**config.mk**
```make
export PLATFORM = sky130hd
export DESIGN_NAME = tcu_drl_acc_sched
export DESIGN_NICKNAME = d
export VERILOG_FILES = /design/src/rtl/tcu_drl_acc_sched.sv
export SDC_FILE = /design/constraint.sdc
export NUM_CORES = 1
export LEC_CHECK = 0
export ABC_AREA = 1
export BUFFER_PORTS_ARGS = -buffer_cell sky130_fd_sc_hd__buf_2
export CORE_UTILIZATION = 34
export CTS_CLUSTER_SIZE = 20
export DETAILED_ROUTE_END_ITERATION = 16
export HOLD_SLACK_MARGIN = 0.05
export SYNTH_ARGS = -nofsm -noshare
export SYNTH_HDL_FRONTEND = slang
export SYNTH_SLANG_ARGS = --single-unit
export TNS_END_PERCENT = 30
```
**constraint.sdc**
```tcl
create_clock -name i_clk -period 9.6 [get_ports i_clk]
set_clock_uncertainty 0.2 [all_clocks]
set_input_delay 0.48 -clock i_clk [delete_from_list [all_inputs] [get_ports i_clk]]
set_output_delay 0.48 -clock i_clk [all_outputs]
set_load 0.03 [all_outputs]
```
**src/rtl/tcu_drl_acc_sched.sv**
```systemverilog
// rtl/tcu_drl_acc_sched.sv - multi-step dot-product job sequencer for the DRL significand accumulator
module tcu_drl_acc_sched #(
    parameter int N         = 5,
    parameter int W         = 25 + $clog2(N) + 1,
    parameter int MAX_STEPS = 8,
    parameter int DP_LAT    = 2,
    parameter int AW        = W + $clog2(MAX_STEPS + 1)
) (
    input  logic                           i_clk,
    input  logic                           i_reset,
    input  logic                           i_req_valid,
    output logic                           o_req_ready,
    input  logic [$clog2(MAX_STEPS+1)-1:0] i_req_steps,
    input  logic                           i_req_fmt,
    input  logic [24:0]                    i_req_c,
    input  logic                           i_op_valid,
    output logic                           o_op_ready,
    input  logic [(N-1)*25-1:0]            i_op_sigs,
    output logic                           o_dp_valid,
    output logic [N*25-1:0]                o_dp_sigs,
    output logic                           o_dp_fmt,
    input  logic                           i_dp_res_valid,
    input  logic [W-1:0]                   i_dp_res,
    output logic                           o_rsp_valid,
    input  logic                           i_rsp_ready,
    output logic [AW-1:0]                  o_rsp_sig,
    output logic                           o_rsp_fmt
);

    localparam int SW = $clog2(MAX_STEPS + 1);
    localparam int GW = $clog2(DP_LAT + 1);

    typedef enum logic [1:0] {
        S_IDLE  = 2'd0,
        S_ISSUE = 2'd1,
        S_DRAIN = 2'd2,
        S_RESP  = 2'd3
    } state_t;

    state_t              r_state;
    logic [SW-1:0]       r_steps;
    logic                r_fmt;
    logic [24:0]         r_c;
    logic [AW-1:0]       r_acc;
    logic [SW-1:0]       r_issued;
    logic [SW-1:0]       r_returned;
    logic [GW-1:0]       r_guard;
    logic                r_req_ready;
    logic                r_op_ready;
    logic                r_dp_valid;
    logic [N*25-1:0]     r_dp_sigs;
    logic                r_dp_fmt;
    logic                r_rsp_valid;
    logic [AW-1:0]       r_rsp_sig;
    logic                r_rsp_fmt;

    logic [SW-1:0]       w_req_steps;
    logic                w_live;
    logic                w_take;
    logic [AW-1:0]       w_acc_next;
    logic [SW-1:0]       w_ret_next;
    logic                w_last_issue;
    logic [24:0]         w_c_slot;

    function automatic logic [AW-1:0] ext_c(input logic fmt, input logic [24:0] c);
        ext_c = {{(AW-25){~fmt & c[24]}}, c};
    endfunction

    function automatic logic [AW-1:0] ext_res(input logic fmt, input logic [W-1:0] r);
        ext_res = {{(AW-W){~fmt & r[W-1]}}, r};
    endfunction

    assign w_req_steps  = (i_req_steps > SW'(MAX_STEPS)) ? SW'(MAX_STEPS) : i_req_steps;
    assign w_live       = (r_state == S_ISSUE) || (r_state == S_DRAIN);
    // Results still in flight from before a reset must not leak into the next job
    assign w_take       = i_dp_res_valid && w_live && (r_guard == '0);
    assign w_acc_next   = r_acc + (w_take ? ext_res(r_fmt, i_dp_res) : {AW{1'b0}});
    assign w_ret_next   = r_returned + {{(SW-1){1'b0}}, w_take};
    assign w_last_issue = ((r_issued + SW'(1)) == r_steps);
    assign w_c_slot     = (r_issued == '0) ? r_c : 25'd0;

    always_ff @(posedge i_clk) begin
        if (!i_reset) begin
            r_state     <= S_IDLE;
            r_steps     <= '0;
            r_fmt       <= 1'b0;
            r_c         <= '0;
            r_acc       <= '0;
            r_issued    <= '0;
            r_returned  <= '0;
            r_guard     <= GW'(DP_LAT);
            r_req_ready <= 1'b1;
            r_op_ready  <= 1'b0;
            r_dp_valid  <= 1'b0;
            r_dp_sigs   <= '0;
            r_dp_fmt    <= 1'b0;
            r_rsp_valid <= 1'b0;
            r_rsp_sig   <= '0;
            r_rsp_fmt   <= 1'b0;
        end else begin
            r_dp_valid <= 1'b0;
            if (r_guard != '0) begin
                r_guard <= r_guard - GW'(1);
            end
            if (w_take) begin
                r_acc      <= w_acc_next;
                r_returned <= w_ret_next;
            end

            case (r_state)
                S_IDLE: begin
                    if (i_req_valid) begin
                        r_steps     <= w_req_steps;
                        r_fmt       <= i_req_fmt;
                        r_c         <= i_req_c;
                        r_issued    <= '0;
                        r_returned  <= '0;
                        r_req_ready <= 1'b0;
                        if (w_req_steps == '0) begin
                            r_acc       <= ext_c(i_req_fmt, i_req_c);
                            r_rsp_sig   <= ext_c(i_req_fmt, i_req_c);
                            r_rsp_fmt   <= i_req_fmt;
                            r_rsp_valid <= 1'b1;
                            r_state     <= S_RESP;
                        end else begin
                            r_acc      <= '0;
                            r_op_ready <= 1'b1;
                            r_state    <= S_ISSUE;
                        end
                    end
                end
                S_ISSUE: begin
                    if (i_op_valid) begin
                        r_dp_valid <= 1'b1;
                        r_dp_sigs  <= {w_c_slot, i_op_sigs};
                        r_dp_fmt   <= r_fmt;
                        r_issued   <= r_issued + SW'(1);
                        if (w_last_issue) begin
                            r_op_ready <= 1'b0;
                            r_state    <= S_DRAIN;
                        end
                    end
                end
                S_DRAIN: begin
                    // The result arriving this cycle is folded into the response directly
                    if (w_ret_next == r_steps) begin
                        r_rsp_sig   <= w_acc_next;
                        r_rsp_fmt   <= r_fmt;
                        r_rsp_valid <= 1'b1;
                        r_state     <= S_RESP;
                    end
                end
                S_RESP: begin
                    if (i_rsp_ready) begin
                        r_rsp_valid <= 1'b0;
                        r_req_ready <= 1'b1;
                        r_state     <= S_IDLE;
                    end
                end
                default: begin
                    r_state     <= S_IDLE;
                    r_req_ready <= 1'b1;
                    r_op_ready  <= 1'b0;
                    r_rsp_valid <= 1'b0;
                end
            endcase
        end
    end

    assign o_req_ready = r_req_ready;
    assign o_op_ready  = r_op_ready;
    assign o_dp_valid  = r_dp_valid;
    assign o_dp_sigs   = r_dp_sigs;
    assign o_dp_fmt    = r_dp_fmt;
    assign o_rsp_valid = r_rsp_valid;
    assign o_rsp_sig   = r_rsp_sig;
    assign o_rsp_fmt   = r_rsp_fmt;

endmodule

```
# == Yosys cells after proc, flatten, opt, wreduce, memory -nomap -nowiden ==
# Index checks and enable logic that the tools add are counted.
# totals
inputBits,165
elab_cells,100
regBits,239
out_inout_bits,164
# classes
add_sub_neg,4
n_reduce_logical,21
bitwise,4
mux,42
n_lt_le_gt_ge,1
eq_ne,12
# op_table
cell,n
$mux 33,8
$pmux 33 s2,1
$add 33x33->33,1
$mux 25,1
$mux 4,6
$reduce_and 5->1,3
$mux 1,14
$mux 2,6
$ne 2x2->1 const B,6
$eq 4x4->1,2
$logic_not 4->1,2
$pmux 2 s4,1
$pmux 4 s2,1
$reduce_bool 2->1,4
$pmux 1 s2,3
$reduce_and 2->1,3
$reduce_and 3->1,2
$add 4x1->4,1
$add 4x1->4 const B,1
$eq 2x2->1 const B,2
$gt 4x4->1 const B,1
$logic_not 2->1,2
$reduce_and 4->1,1
$pmux 1 s3,1
8 further kinds,11

# == Depth between registers and ports, before layout ==
# depth
word_depth,9
ltp_mapped,21
depth_no_buf,19

# == Least setup slack after synthesis ==
# No wires, ideal clock.
# synth_timing
path_kind,register -> register
startpoint,reg r_state[0]
endpoint,"reg r_rsp_sig[10], in the netlist o_rsp_sig[10]"
period_less_slack_ps,3259
n_path_buf,2
setup_slack_ps,6341
t_required_ps,9285
path_stages_with_launch,19
setup_ps,115
t_arrival_ps,2944
cell_sequence,dfxtp_1 -> inv_1 -> ha_1 -> nand3_1 -> clkbuf_1 -> clkbuf_1 -> nor2_1 -> ha_1 -> fa_1 -> nand2_1 -> nand2_1 -> nand3b_1 -> nand2_1 -> nand2_1 -> nand2_1 -> xor2_1 -> and2_1 -> nor2_1 -> nor2_1
# synth_via
elab_chain_len,8
word_cells_on_any_way,17
classes_between,add/sub (2); eq/ne (6); mux (3); reduce/logical (6)
# synth_lines
element,line,rtl
from (decl),40,state_t r_state;
from (signal assigned),84,r_state <= S_IDLE;
from (signal assigned),124,r_state <= S_RESP;
from (signal assigned),128,r_state <= S_ISSUE;
$eq 2x1->1 or $eq 2x2->1 (tied branches),"74, 110",
$logic_or 1x1->1,74,assign w_live = (r_state == S_ISSUE) || (r_state == S_DRAIN);
$logic_and 1x1->1 (2 in series),76,assign w_take = i_dp_res_valid && w_live && (r_guard == '0);
$mux 33 or $add 4x1->4 (tied branches),"77, 78",
$add 33x33->33 or $eq 4x4->1 (tied branches),"77, 146",
$mux 33 or $ne 2x1->1 (tied branches),n/a,
$pmux 33 s2 or $reduce_and 4->1 (tied branches),n/a,
to (signal assigned),121,"r_rsp_sig <= ext_c(i_req_fmt, i_req_c);"
to (signal assigned),147,r_rsp_sig <= w_acc_next;
to (decl),54,logic [AW-1:0] r_rsp_sig;
# Parallel ways exist; a longest one is shown, timed or not. The select of a mux whose other input is x is not followed.
# A chain may end at the register's enable or synchronous reset.

# == Worst setup path after layout ==
# layout_timing
startpoint,reg r_state[0]
endpoint,"reg r_rsp_sig[13], in the netlist o_rsp_sig[13]"
# The elaborated chain is that of the path after synthesis.

==> metrics.md <==
| Metric | Value |
|---|---|
| Worst min path class | `input pin to flop` |
| Part of the Yosys area used for sequential elements | `39.24%` |
| Share of cells above drive strength 1 | `18.52%` |
| Most common cell in the netlist | `nand2_1` |
| Die height | `191.4 um` |
| Slowest cell on the critical path | `a21boi_4` |
| Clk network pwr share | `24.4%` |
| Die width | `191.4 um` |
| Seq pwr share | `33.9%` |
| Rows | `68` |
| DRT iter0 DRCs | `802` |
| Crit path kind | `flop to flop` |
| CP arrival | `4.69 ns` |
| Most instantiated cells after synthesis | `nand2_1 (426), nor2_1 (362), dfxtp_1 (239)` |
| Avg WL per Cell | `15.22 um` |
| Internal power | `2.314 mW` |
| R2R setup slack | `5.16 ns` |
| Drt total wl | `41,030 um` |
| Die area | `0.03663 sq mm` |
| CP Cell Sequence | `inv_1 -> ha_1 -> nand3_2 -> buf_4 -> inv_2 -> ha_1 -> ha_1 -> xnor2_1 -> nand3_1 -> nor2_2 -> nand3_2 -> a21boi_4 -> nand2_1 -> nor2_1 -> nor2_1` |
| Post-Syn Area per Cell | `6.642 sq um` |
| Initial antenna violation count | `0` |
| Net count after synthesis | `2,044` |
| Sw Pwr | `1.715 mW` |
| PnR worst setup slack | `5.156 ns` |
| CP most frequent cell | `ha_1` |
| GR Overflow Total | `0` |
| Cell count after synthesis | `1,836` |
| First-pass GRT wire length | `63,520 um` |
| Combinational share of power | `41.7%` |
| First-pass detailed-route iteration total | `5` |
| Post-synthesis cell area | `0.01219 sq mm` |
| Post-synth EDFFs | `0` |
| Clock period minus worst slack | `4.444 ns` |
| Worst EP required | `9.84 ns` |
| Synth Warn # | `0` |
| Status | `finished, final reports clean` |
| Crit Path Max Fanout | `59` |
| CTS Buf Count | `28` |
| CTS H-tree depth | `1` |
| Core ar. | `0.03488 sq mm` |
| TritonCTS Sinks | `239` |
| GPL Wtd Cong | `0.9654` |
| Number of global-route vias before repair | `11,918` |
| Largest area contributor in the synthesized netlist | `dfxtp_1` |
| I/O Buffers | `328` |
| Top post-synthesis cells by area | `dfxtp_1 (39%), nand2_1 (13%), nor2_1 (11%), inv_1 (6.8%), o21ai_0 (6.4%)` |
| Clock slew seen by the registers of the worst setup and hold paths | `0.06 ns` |
| Slew headroom | `36.24%` |
| Clock Path Buffers | `3` |
| RSZ-0062 raised after global routing | `no` |
| I/O Pins | `329` |
| Distinct cells, synth | `47` |
| Reg-to-reg critical path startpoint | `r_state[0]$_SDFFE_PN0P_` |
| Final TNS setup | `0 ns` |
| Hold endpoint | `r_acc[17]$_SDFF_PN0_` |
| Layout area overhead | `31.03%` |
| Post-route ant nets | `0` |
| Global-route usage over all layers | `21.77%` |
| Clk_lat worst skew | `0.56 ns` |
| Critical path's largest stage delay | `0.71 ns` |
| Critical Path End Type | `flop` |
| Leakage | `8.211 nW` |
| Worst Reg-to-Reg Cells | `15` |
| HPWL after DPL | `29,970 um` |
| Top cell type's share of synthesized area | `39.24%` |
| Pwr per Cell Area | `252.2 mW/mm^2` |
| Fmax | `225.0 MHz` |
| Starting density of the core | `34.96%` |
| Max_cap viols | `0` |
| Slew @ Worst Pin | `0.9564 ns` |
| Net Sw Frac | `42.57%` |
| Main flop type after synthesis | `dfxtp_1` |
| Hold Startpoint | `i_req_c[17]` |
| DR DRC count | `0` |
| TritonCTS clock tree | `built` |
| Routed vias | `12,786` |
| Worst Setup Start Kind | `flop` |
| Clock Tree Root | `clkbuf_16` |
| Vias per cell | `4.743` |
| Largest net degree at the start of global routing | `103` |
| FFs w/ async S/R, synth | `0%` |
| RR Endpoint | `o_rsp_sig[13]$_SDFFE_PN0P_` |
| Antenna Cells | `0` |
| Final worst-path cycle share | `46.29%` |
| Setup bufs post-CTS | `0` |
| Endpoints failing setup | `0` |
| DP Worst Slack | `5.173 ns` |
| Nets | `2,432` |
| Hold Crit Depth | `3` |
| Peak VDD IR | `0.1765 mV` |
| Final hold vios | `0` |
| Slew Viols, Final | `0` |
| Seq cells post-synth | `239` |
[state kept, by name, summed over array words and instances, names as in the netlist]
name,cells
r_c,25
o_dp_fmt,1
o_rsp_sig,33
r_acc,33
r_fmt,1
o_rsp_fmt,1
o_rsp_valid,1
r_state,2
r_guard,2
r_returned,4
o_dp_valid,1
o_dp_sigs,125
o_op_ready,1
r_issued,4
o_req_ready,1
r_steps,4
[worst max-delay path, delay by kind of cell (launching register included)]
family	cells	cell delay, ns
compound gates	1	0.71
xor+xnor	1	0.14
fa+ha+maj	3	1.02
buf+inv	3	1.09
flops	1	0.35
simple gates	7	0.73
[routing by layer]
metal  track usage [%]  up-vias  routed length [um]
met5                 0        -                   0
met4             9.005        0                1716
met3             3.507       92                2601
met2             34.11      409               18160
met1             29.52     5758               18550
li1                  -     6527                   -
[timing repair]
| item | in CTS | in global routing |
|---|---|---|
| hold buffers | 103 | 0 |
| hold endpoints to repair | 104 | 0 |
| gates resized for setup | 0 | 0 |
[placed cells by master (no fill, tap or decap), drive strengths merged, types with 41 or more instances in the layout]
cell           n
a21oi        126
dlygate4sd3  103
inv          225
clkbuf        41
ha            42
buf          339
nand2        428
nand3         57
o21ai        163
nor2         364
dfxtp        239
[stage by stage]
step	cells	utilization, %	total power [mW]	area, sq um	hold WS [ns]
4_1_cts	2696	45.80	4.065	15980	0.05076
3_3_place_gp	2546	40.44	3.004	14110	0.2498
6_report	2696	45.80	4.030	15980	0.06952
5_1_grt	2696	45.80	4.314	15980	0.07900
3_5_place_dp	2546	40.44	3.029	14110	0.2552
2_1_floorplan	1836	-	2.569	12190	0.2287
[how the worst max path moves through the flow]
| stage | depth (start not counted) | startpoint | endpoint |
|---|---|---|---|
| floorplan | 18 | r_state[0]$_SDFFE_PN0P_ | o_rsp_sig[10]$_SDFFE_PN0P_ |
| global placement | 15 | r_state[0]$_SDFFE_PN0P_ | o_rsp_sig[16]$_SDFFE_PN0P_ |
| detailed placement | 15 | r_state[0]$_SDFFE_PN0P_ | o_rsp_sig[13]$_SDFFE_PN0P_ |
| CTS | 15 | r_state[0]$_SDFFE_PN0P_ | o_rsp_sig[13]$_SDFFE_PN0P_ |
| global route | 15 | r_state[0]$_SDFFE_PN0P_ | o_rsp_sig[10]$_SDFFE_PN0P_ |
| finish | 15 | r_state[0]$_SDFFE_PN0P_ | o_rsp_sig[13]$_SDFFE_PN0P_ |
[final cells by class]
cell class                 instances  area (sq um)
fill                            3656         18910
multi-input combinational       1288          6181
sequential                       239          4785
timing repair buffer             442          2758
inverter                         225         847.1
clock buffer                      41         779.5
tap                              455         569.3
clock inverter                     6         58.81
[kinds of logic after synthesis]
family                     Yosys count  synth area share [%]
adders and majority gates           43                 4.474
muxes                                5                0.4104
DFF                                239                 39.24
AOI/OAI and AO/OA                  333                 15.05
and+or+nand+nor                    881                 28.82
buffers and inverters              309                 10.14
xor gates and xnor gates            26                 1.867
[power groups by stage]
stage,clock network (mW),logic (mW),registers (mW)
final,0.984,1.68,1.37
after global placement,0,1.62,1.38
after detailed placement,0,1.65,1.38
after floorplan,0,0.893,1.68
after global routing,1.06,1.86,1.39
after CTS,1.01,1.69,1.36
No activity file was read; power rests on OpenSTA's default activity.
